===== src/rtl/rr_gnt_arbiter.sv =====
// rr_gnt_arbiter: registered round-robin arbiter with a bounded grant tenure.
// The grant search scans circularly upward from rr_ptr. An owner may keep the
// grant for at most HOLD_MAX consecutive cycles while others are waiting.
// If it is the only requester, its tenure restarts and it keeps the grant.
// Optional build macro RR_GNT_STATS_EN adds per-requester grant-event counters
// (gnt_cnt) and a synchronous counter clear (stats_clr).
module rr_gnt_arbiter #(
    parameter int NUM_REQ  = 4,
    parameter int HOLD_MAX = 8,
    parameter int ID_W     = $clog2(NUM_REQ)
) (
    input  logic                  clk,
    input  logic                  rst_n,
    input  logic [NUM_REQ-1:0]    req,
`ifdef RR_GNT_STATS_EN
    input  logic                  stats_clr,
    output logic [NUM_REQ*16-1:0] gnt_cnt,
`endif
    output logic [NUM_REQ-1:0]    gnt,
    output logic                  gnt_vld,
    output logic [ID_W-1:0]       gnt_id,
    output logic [7:0]            tenure
);

    typedef enum logic {
        IDLE  = 1'b0,
        GRANT = 1'b1
    } state_e;

    // Last tenure value before the owner must yield to a waiting requester.
    localparam logic [7:0] TEN_LAST = 8'(HOLD_MAX - 1);

    state_e              state_q, state_d;
    logic [ID_W-1:0]     owner_q, owner_d;
    logic [ID_W-1:0]     rr_ptr_q, rr_ptr_d;
    logic [7:0]          tenure_q, tenure_d;
    logic [NUM_REQ-1:0]  gnt_q, gnt_d;

    logic                grant_evt;
    logic [NUM_REQ-1:0]  win_mask;
    logic [ID_W-1:0]     winner;
    logic [NUM_REQ-1:0]  owner_onehot;
    logic [NUM_REQ-1:0]  others;
    logic                own_req;

    // First set bit of mask, scanning ptr, ptr+1, ..., NUM_REQ-1, 0, ..., ptr-1.
    // Only called with a non-zero mask.
    function automatic logic [ID_W-1:0] pick_winner(
        input logic [NUM_REQ-1:0] mask,
        input logic [ID_W-1:0]    ptr
    );
        logic [ID_W-1:0] win;
        logic            found;
        win   = '0;
        found = 1'b0;
        for (int i = 0; i < NUM_REQ; i++) begin
            if (!found && (i >= int'(ptr)) && |(mask & (NUM_REQ'(1) << i))) begin
                win   = ID_W'(i);
                found = 1'b1;
            end
        end
        for (int i = 0; i < NUM_REQ; i++) begin
            if (!found && (i < int'(ptr)) && |(mask & (NUM_REQ'(1) << i))) begin
                win   = ID_W'(i);
                found = 1'b1;
            end
        end
        return win;
    endfunction

    assign owner_onehot = NUM_REQ'(1) << owner_q;
    assign own_req      = |(req & owner_onehot);
    assign others       = req & ~owner_onehot;

    // Next-state decision: hold, hand over, restart tenure, or go idle.
    always_comb begin
        // NOTE: every variable gets a default first so no path leaves it
        // unassigned, which would otherwise infer a latch.
        state_d   = state_q;
        owner_d   = owner_q;
        rr_ptr_d  = rr_ptr_q;
        tenure_d  = tenure_q;
        grant_evt = 1'b0;
        win_mask  = '0;
        winner    = '0;

        unique case (state_q)
            IDLE: begin
                if (|req) begin
                    grant_evt = 1'b1;
                    win_mask  = req;
                end
            end
            GRANT: begin
                if (own_req && (tenure_q < TEN_LAST)) begin
                    tenure_d = tenure_q + 8'd1;
                end else if (own_req) begin
                    // Tenure expired: yield only if someone else is waiting.
                    if (|others) begin
                        grant_evt = 1'b1;
                        win_mask  = others;
                    end else begin
                        tenure_d = '0;
                    end
                end else if (|req) begin
                    // Owner dropped; its bit is clear, so req is the mask.
                    grant_evt = 1'b1;
                    win_mask  = req;
                end else begin
                    state_d  = IDLE;
                    owner_d  = '0;
                    tenure_d = '0;
                end
            end
            default: state_d = IDLE;
        endcase

        if (grant_evt) begin
            winner   = pick_winner(win_mask, rr_ptr_q);
            state_d  = GRANT;
            owner_d  = winner;
            tenure_d = '0;
            rr_ptr_d = (winner == ID_W'(NUM_REQ - 1)) ? '0 : winner + ID_W'(1);
        end

        gnt_d = (state_d == GRANT) ? (NUM_REQ'(1) << owner_d) : '0;
    end

    // Arbiter state registers; reset drops any grant immediately.
    always_ff @(posedge clk or negedge rst_n) begin
        // NOTE: sequential state uses non-blocking assignments so every
        // register samples the pre-edge values of the others.
        if (!rst_n) begin
            state_q  <= IDLE;
            owner_q  <= '0;
            rr_ptr_q <= '0;
            tenure_q <= '0;
            gnt_q    <= '0;
        end else begin
            state_q  <= state_d;
            owner_q  <= owner_d;
            rr_ptr_q <= rr_ptr_d;
            tenure_q <= tenure_d;
            gnt_q    <= gnt_d;
        end
    end

    assign gnt     = gnt_q;
    assign gnt_vld = |gnt_q;
    assign gnt_id  = owner_q;
    assign tenure  = tenure_q;

`ifdef RR_GNT_STATS_EN
    logic [15:0] cnt_q [NUM_REQ];

    // Per-requester grant-event counters, saturating; clear wins over count
    // except that a same-cycle grant leaves the count at one.
    always_ff @(posedge clk or negedge rst_n) begin
        if (!rst_n) begin
            for (int i = 0; i < NUM_REQ; i++) begin
                cnt_q[i] <= '0;
            end
        end else begin
            for (int i = 0; i < NUM_REQ; i++) begin
                if (stats_clr) begin
                    cnt_q[i] <= (grant_evt && (winner == ID_W'(i))) ? 16'd1 : 16'd0;
                end else if (grant_evt && (winner == ID_W'(i)) && (cnt_q[i] != 16'hFFFF)) begin
                    cnt_q[i] <= cnt_q[i] + 16'd1;
                end
            end
        end
    end

    // Flatten the counters onto the output bus, requester 0 in the low bits.
    always_comb begin
        gnt_cnt = '0;
        for (int i = 0; i < NUM_REQ; i++) begin
            gnt_cnt[i*16 +: 16] = cnt_q[i];
        end
    end
`endif

endmodule


===== config.mk =====
export PLATFORM = sky130hd
export DESIGN_NAME = rr_gnt_arbiter
export DESIGN_NICKNAME = d
export VERILOG_FILES = /design/src/rtl/rr_gnt_arbiter.sv
export SDC_FILE = /design/constraint.sdc
export NUM_CORES = 1
export LEC_CHECK = 0
export ABC_CLOCK_PERIOD_IN_PS = 3300
export CORE_MARGIN = 2
export CORE_UTILIZATION = 38
export DETAILED_ROUTE_END_ITERATION = 10
export SETUP_SLACK_MARGIN = 0.3
export SYNTH_ARGS = -nofsm -noshare
export SYNTH_HDL_FRONTEND = slang
export SYNTH_SLANG_ARGS = --single-unit

===== constraint.sdc =====
create_clock -name clk -period 3.3 [get_ports clk]
set_clock_uncertainty 0.05 [all_clocks]
set_input_delay 0.66 -clock clk [delete_from_list [all_inputs] [get_ports clk]]
set_output_delay 0.66 -clock clk [all_outputs]
set_load 0.05 [all_outputs]

Yosys cells after proc, flatten, opt, wreduce, memory -nomap -nowiden
Index checks and enable logic that the tools add are counted.
- output and inout bits: 15
- input bits: 6
- logic and storage cells: 94
- register bits: 17
- reductions and logical operators: 25
- magnitude comparators: 7
- bitwise operators: 4
- shift operators: 2
- eq/ne operators: 3
- mux-type cells: 46
- add/subtract/negate cells: 2
- operators by type and width (operator ; count):
    $mux 8 ; 6
    $mux 2 ; 12
    $mux 1 ; 21
    $mux 4 ; 5
    $reduce_or 4->1 ; 4
    $logic_and 1x1->1 ; 13
    $add 8x1->8 const B ; 1
    $and 4x4->4 ; 2
    $lt 8x3->1 const B ; 1
    $ne 4x4->1 const B ; 2
    $pmux 4 s2 ; 1
    $shl 1x2->4 const A ; 2
    $logic_not 1->1 ; 6
    $ge 1x2->1 const A ; 2
    $lt 1x2->1 const A ; 2
    $not 4->4 ; 1
    $reduce_and 3->1 ; 1
    $add 2x1->2 const B ; 1
    $eq 2x2->1 const B ; 1
    $ge 2x2->1 const A ; 1
    $lt 2x2->1 const A ; 1
    $pmux 1 s2 ; 1
    $reduce_bool 2->1 ; 1
    $not 1->1 ; 1

Longest topological paths before layout
Gate-level depths: netlist of the first run.
- depth after elaboration: 43
- mapped depth: 7
- mapped depth without buffers: 7

Worst setup path before layout of the first run
No wires, ideal clock.
- path kind: register -> register
- start point: reg owner_q[1], in the netlist gnt_id[1]
- end point: reg gnt_q[0], in the netlist gnt[0]
- setup time: 96 ps
- required time: 3154 ps
- path buffers: 1
- setup slack: 863 ps
- cell stages (with the launch flop): 7
- period minus slack after synthesis: 2437 ps
- arrival time: 2291 ps
- cell sequence: dfrtp_1 clkbuf_1 mux4_2 and3_4 or3_4 a31o_1 nor4_2
- cells in the longest elaborated chain, start to end: 43
- elaborated cells between the ends (all ways): 63
- classes of those cells: shift (2); mux (37); bitwise (3); reduce/logical (21)
- RTL lines (what ; line ; text):
    start, declared ; 34 ; logic [ID_W-1:0] owner_q, owner_d;
    start signal, assigned ; 141 ; owner_q <= owner_d;
    $shl 1x2->4 ; 71 ; assign owner_onehot = NUM_REQ'(1) << owner_q;
    $not 4->4 ; 73 ; assign others = req & ~owner_onehot;
    $and 4x4->4 ; 73 ;
    $reduce_or 4->1 ; 99 ; if (|others) begin
    $mux 4 ; 99 ;
    $mux 4 ; 97 ; end else if (own_req) begin
    $mux 4 ; 95 ; if (own_req && (tenure_q < TEN_LAST)) begin
    $pmux 4 s2 ; 87 ; unique case (state_q)
    [... 26 more ...] ; -- ;
    $mux 1 ; 118 ; if (grant_evt) begin
    $logic_not 1->1 ; 63 ; if (!found && (i < int'(ptr)) && |(mask & (NUM_REQ'(1) << i))) begin
    $logic_and 1x1->1 (2 in a row) ; 63 ;
    $mux 2 ; 63 ;
    $mux 2 (2 in a row) ; 118 ;
    $shl 1x2->4 ; 126 ; gnt_d = (state_d == GRANT) ? (NUM_REQ'(1) << owner_d) : '0;
    $mux 4 (*) ; 126 ;
    net gnt_d[0] ; 37 ; logic [NUM_REQ-1:0] gnt_q, gnt_d;
    end signal, assigned ; 144 ; gnt_q <= gnt_d;
    end, declared ; 37 ;
The timed path passes the listed nets; every way through them passes the cells marked *. The select of a mux whose other input is x is not followed.
A chain may end at the register's enable or synchronous reset.

Worst setup path after layout of the first run
- start point: in req[2]
- end point: reg gnt_q[0], in the netlist gnt[0]
- cells in the longest elaborated chain, start to end: 41
- elaborated cells between the ends (all ways): 64
- classes of those cells: shift (1); mux (39); bitwise (2); reduce/logical (22)
- RTL lines (what ; line ; text):
    start, declared ; 14 ; input logic [NUM_REQ-1:0] req,
    $and 4x4->4 ; 73 ;
    $reduce_or 4->1 ; 99 ;
    $mux 4 ; 99 ;
    $mux 4 ; 97 ;
    $mux 4 ; 95 ;
    $pmux 4 s2 ; 87 ;
    $logic_and 1x1->1 ; 57 ; if (!found && (i >= int'(ptr)) && |(mask & (NUM_REQ'(1) << i))) begin
    $mux 1 ; 57 ;
    [... 24 more ...] ; -- ;
    $mux 1 ; 118 ;
    $logic_not 1->1 ; 63 ;
    $logic_and 1x1->1 (2 in a row) ; 63 ;
    $mux 2 ; 63 ;
    $mux 2 (2 in a row) ; 118 ;
    $shl 1x2->4 ; 126 ;
    $mux 4 (*) ; 126 ;
    net gnt_d[0] ; 37 ;
Marked as above.

==> results of run 1 <==
[layer usage]
metal  wire length (µm)  track usage, %
met5                  0               0
met4                 44            8.16
met3                103            1.61
met2               1280            30.6
met1               1120            21.1
[cell type report]
cell class | instances | area share, %
clock buffers | 4 | 1.98
inverters | 5 | 1.42
well taps | 31 | 2.93
repair buffers | 24 | 17.4
flip-flops and latches | 17 | 32.1
multi-input cells | 89 | 44.1
[worst paths after layout]
path                                         endpoint  cells after the start  slack [ps]
min in group asynchronous       tenure[5]$_DFFE_PN0P_                      1         770
worst min-delay path            tenure[7]$_DFFE_PN0P_                      2         500
worst max register to register       gnt[0]$_DFF_PN0_                      5         850
worst min register to register  tenure[7]$_DFFE_PN0P_                      2         500
max in group asynchronous         gnt_id[0]$_DFF_PN0_                      1        1970
worst max-delay path                 gnt[0]$_DFF_PN0_                      6         660
[sequential cells by signal (all words and copies together) (netlist names)]
name and cells:
gnt 4, gnt_id 2, rr_ptr_q 2, state_q 1, tenure 8
[through the flow]
stage,cells,hold slack [ps],area [µm²]
after floorplan,117,314,1050
after global placement,166,461,1300
after detailed placement,166,476,1300
after CTS,170,498,1320
after global routing,170,530,1320
final,170,498,1320
[logic make-up after synthesis]
kind of cell               Yosys count  share of synthesized area [%]
AOI/OAI and AO/OA                   33                           22.5
adders and majority gates            1                           1.19
buffers and inverters               11                           3.93
DFF                                 17                           40.5
muxes                                2                           3.10
and+or+nand+nor                     53                           28.8
[worst max-delay path, delay by kind of cell]
family | cells | cell delay [ps]
multiplexers | 1 | 510
AND/OR/NAND/NOR | 3 | 820
buffers and inverters | 1 | 520
AO/OA/AOI/OAI | 1 | 270
[placed cells by master, fill, tap and decap left out, types with 2 or more instances in the layout]
master	count
nor2_1	13
buf_4	4
clkbuf_4	3
dfrtp_1	17
nand2b_1	3
nand3_1	2
a21oi_1	4
clkdlybuf4s50_1	20
a31oi_1	4
o21ai_0	7
nand2_1	11
nor3_1	4
nand3b_1	2
or4bb_1	2
a211oi_1	3
and3_1	2
inv_1	5
nor2b_1	2
nor4_1	3
[power by group through the flow]
| stage | clock [W] | combinational, W | sequential [W] |
|---|---|---|---|
| detailed placement | 0 | 0.000686 | 0.000360 |
| global route | 0.000120 | 0.000740 | 0.000372 |
| floorplan | 0 | 0.000382 | 0.000465 |
| finish | 0.000107 | 0.000685 | 0.000358 |
| CTS | 0.000113 | 0.000689 | 0.000358 |
| global placement | 0 | 0.000679 | 0.000360 |
==> flow_summary.yaml, run 1 <==
yosys:
  async_reset_ff_share_pct: 100
  avgSynthCellArea_um2: 8.98
  synthesis.yosys.warnings: 0
  ys_ff_latch: 17
  netlist_area_um2: 1050
  synth_commonest_cells: "dfrtp_1, nor2_1, nand2_1"
  yosysSeqAreaShare_pct: 40.5
  synth_edf_count: 0
  yosys.area.top_type: "dfrtp_1"
  synth.most_common_cell: "dfrtp_1"
  yosys.area.top_type_share_pct: 40.5
  synth_area_leaders: "dfrtp_1, nor2_1, nand2_1"
  syn_nets: 124
  ys.flop_type: "dfrtp_1"
  synth_cell_types: 45
  syn_inst: 117
layout:
  seqCellArea_um2: 425
  final_core_util_pct: 49.3
  area_growth_pct: 26.0
  fill_cells: 265
  drive_gt1_share_pct: 11.5
  multi_input_area_um2: 584
  antenna_cells: 0
  finalNetCount: 147
critical_path:
  regToRegStartpoint: "gnt_id[0]$_DFF_PN0_"
  slowest_delay_ps: 520
  endpoint_kind: "flop"
  path_class: "input port to flop"
  start_kind: "input port"
  crit_path_max_fanout: 9
  worst-endpoint-required_ps: 3450
  startpoint: "req[2]"
  worstPathArrival_ps: 2780
  path_cells: "clkdlybuf4s50_1 -> mux4_2 -> and3_4 -> or3_4 -> a31o_1 -> nor4_2"
  crit_path_top_delay_cell: "clkdlybuf4s50_1"
die:
  core_um2: 2690
  rows: 19
  dieArea_um2: 3200
  initial_utilization_pct: 39.1
  die_h_um: 56.6
  io_pins: 21
  die_w_um: 56.6
pwr:
  p_clk_share_pct: 9.3
  share_comb_of_total_power_pct: 59.6
  power.total_w: 0.00115
  switching_share_pct: 49.2
  p_int_w: 0.000584
  vdd_drop_max_mv: 0.540
  p_seq_share_pct: 31.1
  p_leak_nw: 0.543
  switchingPower_w: 0.000566
  powerDensity_nw_per_um2: 869
clock_tree:
  clockBufferDepth: 2
  cts_hold_buffers: 0
  cts_max_level: 1
  cts_setup_buffers: 0
  cts_tree: "yes"
  cts.sinks: 17
  cts_resized: 0
  clkTransAtPathRegs_ps: 90
  cts_root_buf: "clkbuf_4"
  cts_made_buffers: 3
  clock_latency_ps: 280
placement:
  gp_congestion: 0.880
  io_buffers: 20
  dpl_worst_slack_ps: 386
  place_hpwl_um: 1950
route:
  wire_per_inst_um: 15.0
  vias: 1036
  drt_first_pass_iters: 4
  remaining_drc_errors: 0
  via_per_inst: 6.09
  drt-total-wl_um: 2550
  drt_iter0_markers: 31
  ant_nets: 0
timing:
  finalCritPeriodShare_pct: 79.9
  rsz0062_at_grt: "no"
  relSlewSlack_pct: 49.9
  setup_tns_ps: 0
  finalSetupViolCount: 0
  drv_slew: 0
  worstMarginPinSlew_ps: 749
  hold_viol: 0
  post-route-min-period_ps: 2640
  fin_ws_ps: 662
  fmax_mhz: 379
global_routing:
  grt_pass1_wl_um: 4370
  grt_overflow: 0
  antenna_found_initial: 0
  grt_usage_pct: 17.4
  grt_start_max_net_pins: 18
  grt_pass1_vias: 962
min_path:
  hold_path.class: "flop to flop"
  min-delay-start: "tenure[7]$_DFFE_PN0P_"
run_status:
  status: "finished, final reports clean"
flow_run:
  max_cap_viol_count: 0
(Power assumes the default switching activity.)
==> run 2: changes to the inputs <==
--- a/config.mk
+++ b/config.mk
@@ -5,7 +5,7 @@
 export SDC_FILE = /design/constraint.sdc
 export NUM_CORES = 1
 export LEC_CHECK = 0
-export ABC_CLOCK_PERIOD_IN_PS = 3300
+export ABC_CLOCK_PERIOD_IN_PS = 2110
 export CORE_MARGIN = 2
 export CORE_UTILIZATION = 38
 export DETAILED_ROUTE_END_ITERATION = 10
==> constraint.sdc (replaced) <==
create_clock -name clk -period 2.11 [get_ports clk]
set_clock_uncertainty 0.05 [all_clocks]
set_input_delay 0.422 -clock clk [delete_from_list [all_inputs] [get_ports clk]]
set_output_delay 0.422 -clock clk [all_outputs]
set_load 0.05 [all_outputs]
==> run 2 against run 1 <==
Compared with the run above:
- largest cell class unchanged
- global-route usage is 2.0 points higher
- design area rose by 19%
- register-to-register slack worse by 850 ps
- count of clock-buffer cells in the layout stayed put
- wire length grew 11%
- cell count rose by 13%
- the run now ends with negative setup slack left
- first-iteration DRC count rose by 39%
==> flow_summary.yaml, run 2 (synthesized netlist as in run 1, its figures left out) <==
clock_tree:
  cts_tree: "yes"
  cts_max_level: 1
  cts_hold_buffers: 0
  clkTransAtPathRegs_ps: 100
  cts.sinks: 17
  cts_made_buffers: 3
  clockBufferDepth: 2
  clock_latency_ps: 280
  cts_root_buf: "clkbuf_4"
placement:
  dpl_worst_slack_ps: -450
  place_hpwl_um: 2120
  io_buffers: 20
  gp_congestion: 0.857
layout:
  area_growth_pct: 50.0
  antenna_cells: 0
  largest_reg_flops: 8
  finalNetCount: 169
  final_cell_mix: "buf_4, nor2_1, dfrtp_1, dlygate4sd2_1, nand2_1"
  drive_gt1_share_pct: 35.4
  final_common_cell: "buf_4"
die:
  initial_utilization_pct: 39.1
  dieArea_um2: 3200
  die_h_um: 56.6
  die_w_um: 56.6
  core_um2: 2690
  rows: 19
  io_pins: 21
timing:
  post-route-min-period_ps: 2110
  worstMarginPinSlew_ps: 489
  hold_viol: 0
  relSlewSlack_pct: 67.5
  finalSetupViolCount: 1
  fin_ws_ps: -3.60
  hold_ws_ps: 403
  rsz0062_at_grt: "yes"
  finalCritPeriodShare_pct: 100
  fmax_mhz: 473
  drv_slew: 0
pwr:
  powerDensity_nw_per_um2: 1320
  p_seq_share_pct: 25.4
  share_comb_of_total_power_pct: 66.5
  switchingPower_w: 0.000984
  vdd_drop_max_mv: 1.04
  p_clk_share_pct: 8.1
  switching_share_pct: 47.3
  p_leak_nw: 0.712
  p_int_w: 0.00110
route:
  drt_iter0_markers: 43
  via_per_inst: 5.71
  drt-total-wl_um: 2830
  vias: 1096
  wire_per_inst_um: 14.8
  drt_first_pass_iters: 4
  remaining_drc_errors: 0
  ant_nets: 0
run_status:
  status: "complete, but fails checks"
  violations: "negative setup slack"
global_routing:
  met1_usage_pct: 24.8
  grt_pass1_vias: 1080
  use_met2_pct: 34.1
  grt_pass1_wl_um: 4910
  use_met3_pct: 0.922
  grt_overflow: 0
  grt_start_max_net_pins: 18
  grt_usage_pct: 19.4
  antenna_found_initial: 0
  grt-busiest-layer: "met2"
critical_path:
  worstPathArrival_ps: 2260
  crit_path_max_fanout: 4
  endpoint_kind: "flop"
  worst-endpoint-required_ps: 2260
  start_kind: "flop"
  path_class: "flop to flop"
min_path:
  hold_path.class: "input port to asynchronous set/reset pin"
flow_run:
  max_cap_viol_count: 0
==> run 2: changes by cell type in the layout (fill, tap and decap cells not counted), sizes merged <==
cell | previous run | this run
buf | 4 | 29
dlygate4sd2 | 0 | 13
clkdlybuf4s15 | 0 | 2
clkdlybuf4s50 | 20 | 1
clkbuf | 4 | 5
==> run 2: area by class of cell <==
type | count | area, µm²
Fill cell | 256 | 1110
Multi-Input combinational cell | 89 | 684
Sequential cell | 17 | 430
Timing Repair Buffer | 46 | 378
Tap cell | 31 | 38.8
Clock buffer | 4 | 26.3
Inverter | 5 | 18.8
==> run 2: worst max-delay path, stage by stage (launching register included) <==
cell,delay [ps]
dfrtp_2,430
buf_4,150
or4bb_1,520
a211oi_2,250
or3_4,190
buf_4,130
a31oi_4,100
a211oi_2,210
==> run 2: layer usage <==
layer | wire length (µm) | part of all wire (%) | vias to the layer above
met5 | 0 | 0 | -
met1 | 1240 | 44 | 538
li1 | - | - | 535
met2 | 1480 | 52 | 21
met4 | 28 | 0.99 | 0
met3 | 83 | 2.9 | 2
==> run 2: repair_timing <==
action                                  CTS  global route
pin swaps                                 5             4
endpoints found under the setup margin   29            19
endpoints found under the hold margin     0             0
resized for setup                        26             8
buffers inserted                          5             2
==> run 2: final timing paths <==
check / start / end / slack, ps / cells past startpoint
setup / recovery: gnt_id[0]$_DFF_PN0_ / gnt[2]$_DFF_PN0_ / -4 / 7
hold / removal: rst_n / tenure[4]$_DFFE_PN0P_ / 400 / 2
setup reg to reg: gnt_id[0]$_DFF_PN0_ / gnt[2]$_DFF_PN0_ / -4 / 7
hold reg to reg: tenure[6]$_DFFE_PN0P_ / tenure[6]$_DFFE_PN0P_ / 510 / 2
max in group asynchronous: rst_n / tenure[0]$_DFFE_PN0P_ / 1400 / 2
min in group clk: tenure[6]$_DFFE_PN0P_ / tenure[6]$_DFFE_PN0P_ / 510 / 2
==> run 2: through the flow <==
stage	utilization [%]	std cells	total power, W	cell area [µm²]	TNS [ps]
after global routing	58.7	192	0.00221	1580	-194
after global placement	53.8	181	0.00176	1450	-3860
after CTS	57.2	190	0.00203	1540	-70.1
after floorplan	-	117	0.00137	1110	-171
final	58.7	192	0.00208	1580	-3.60
after detailed placement	53.8	181	0.00176	1450	-4080
==> run 2: power by group through the flow <==
stage	combinational, W	clock [W]	sequential (W)
after floorplan	0.000627	0	0.000739
after global placement	0.00122	0	0.000533
after detailed placement	0.00122	0	0.000536
after CTS	0.00132	0.000175	0.000532
after global routing	0.00148	0.000188	0.000545
final	0.00138	0.000169	0.000529
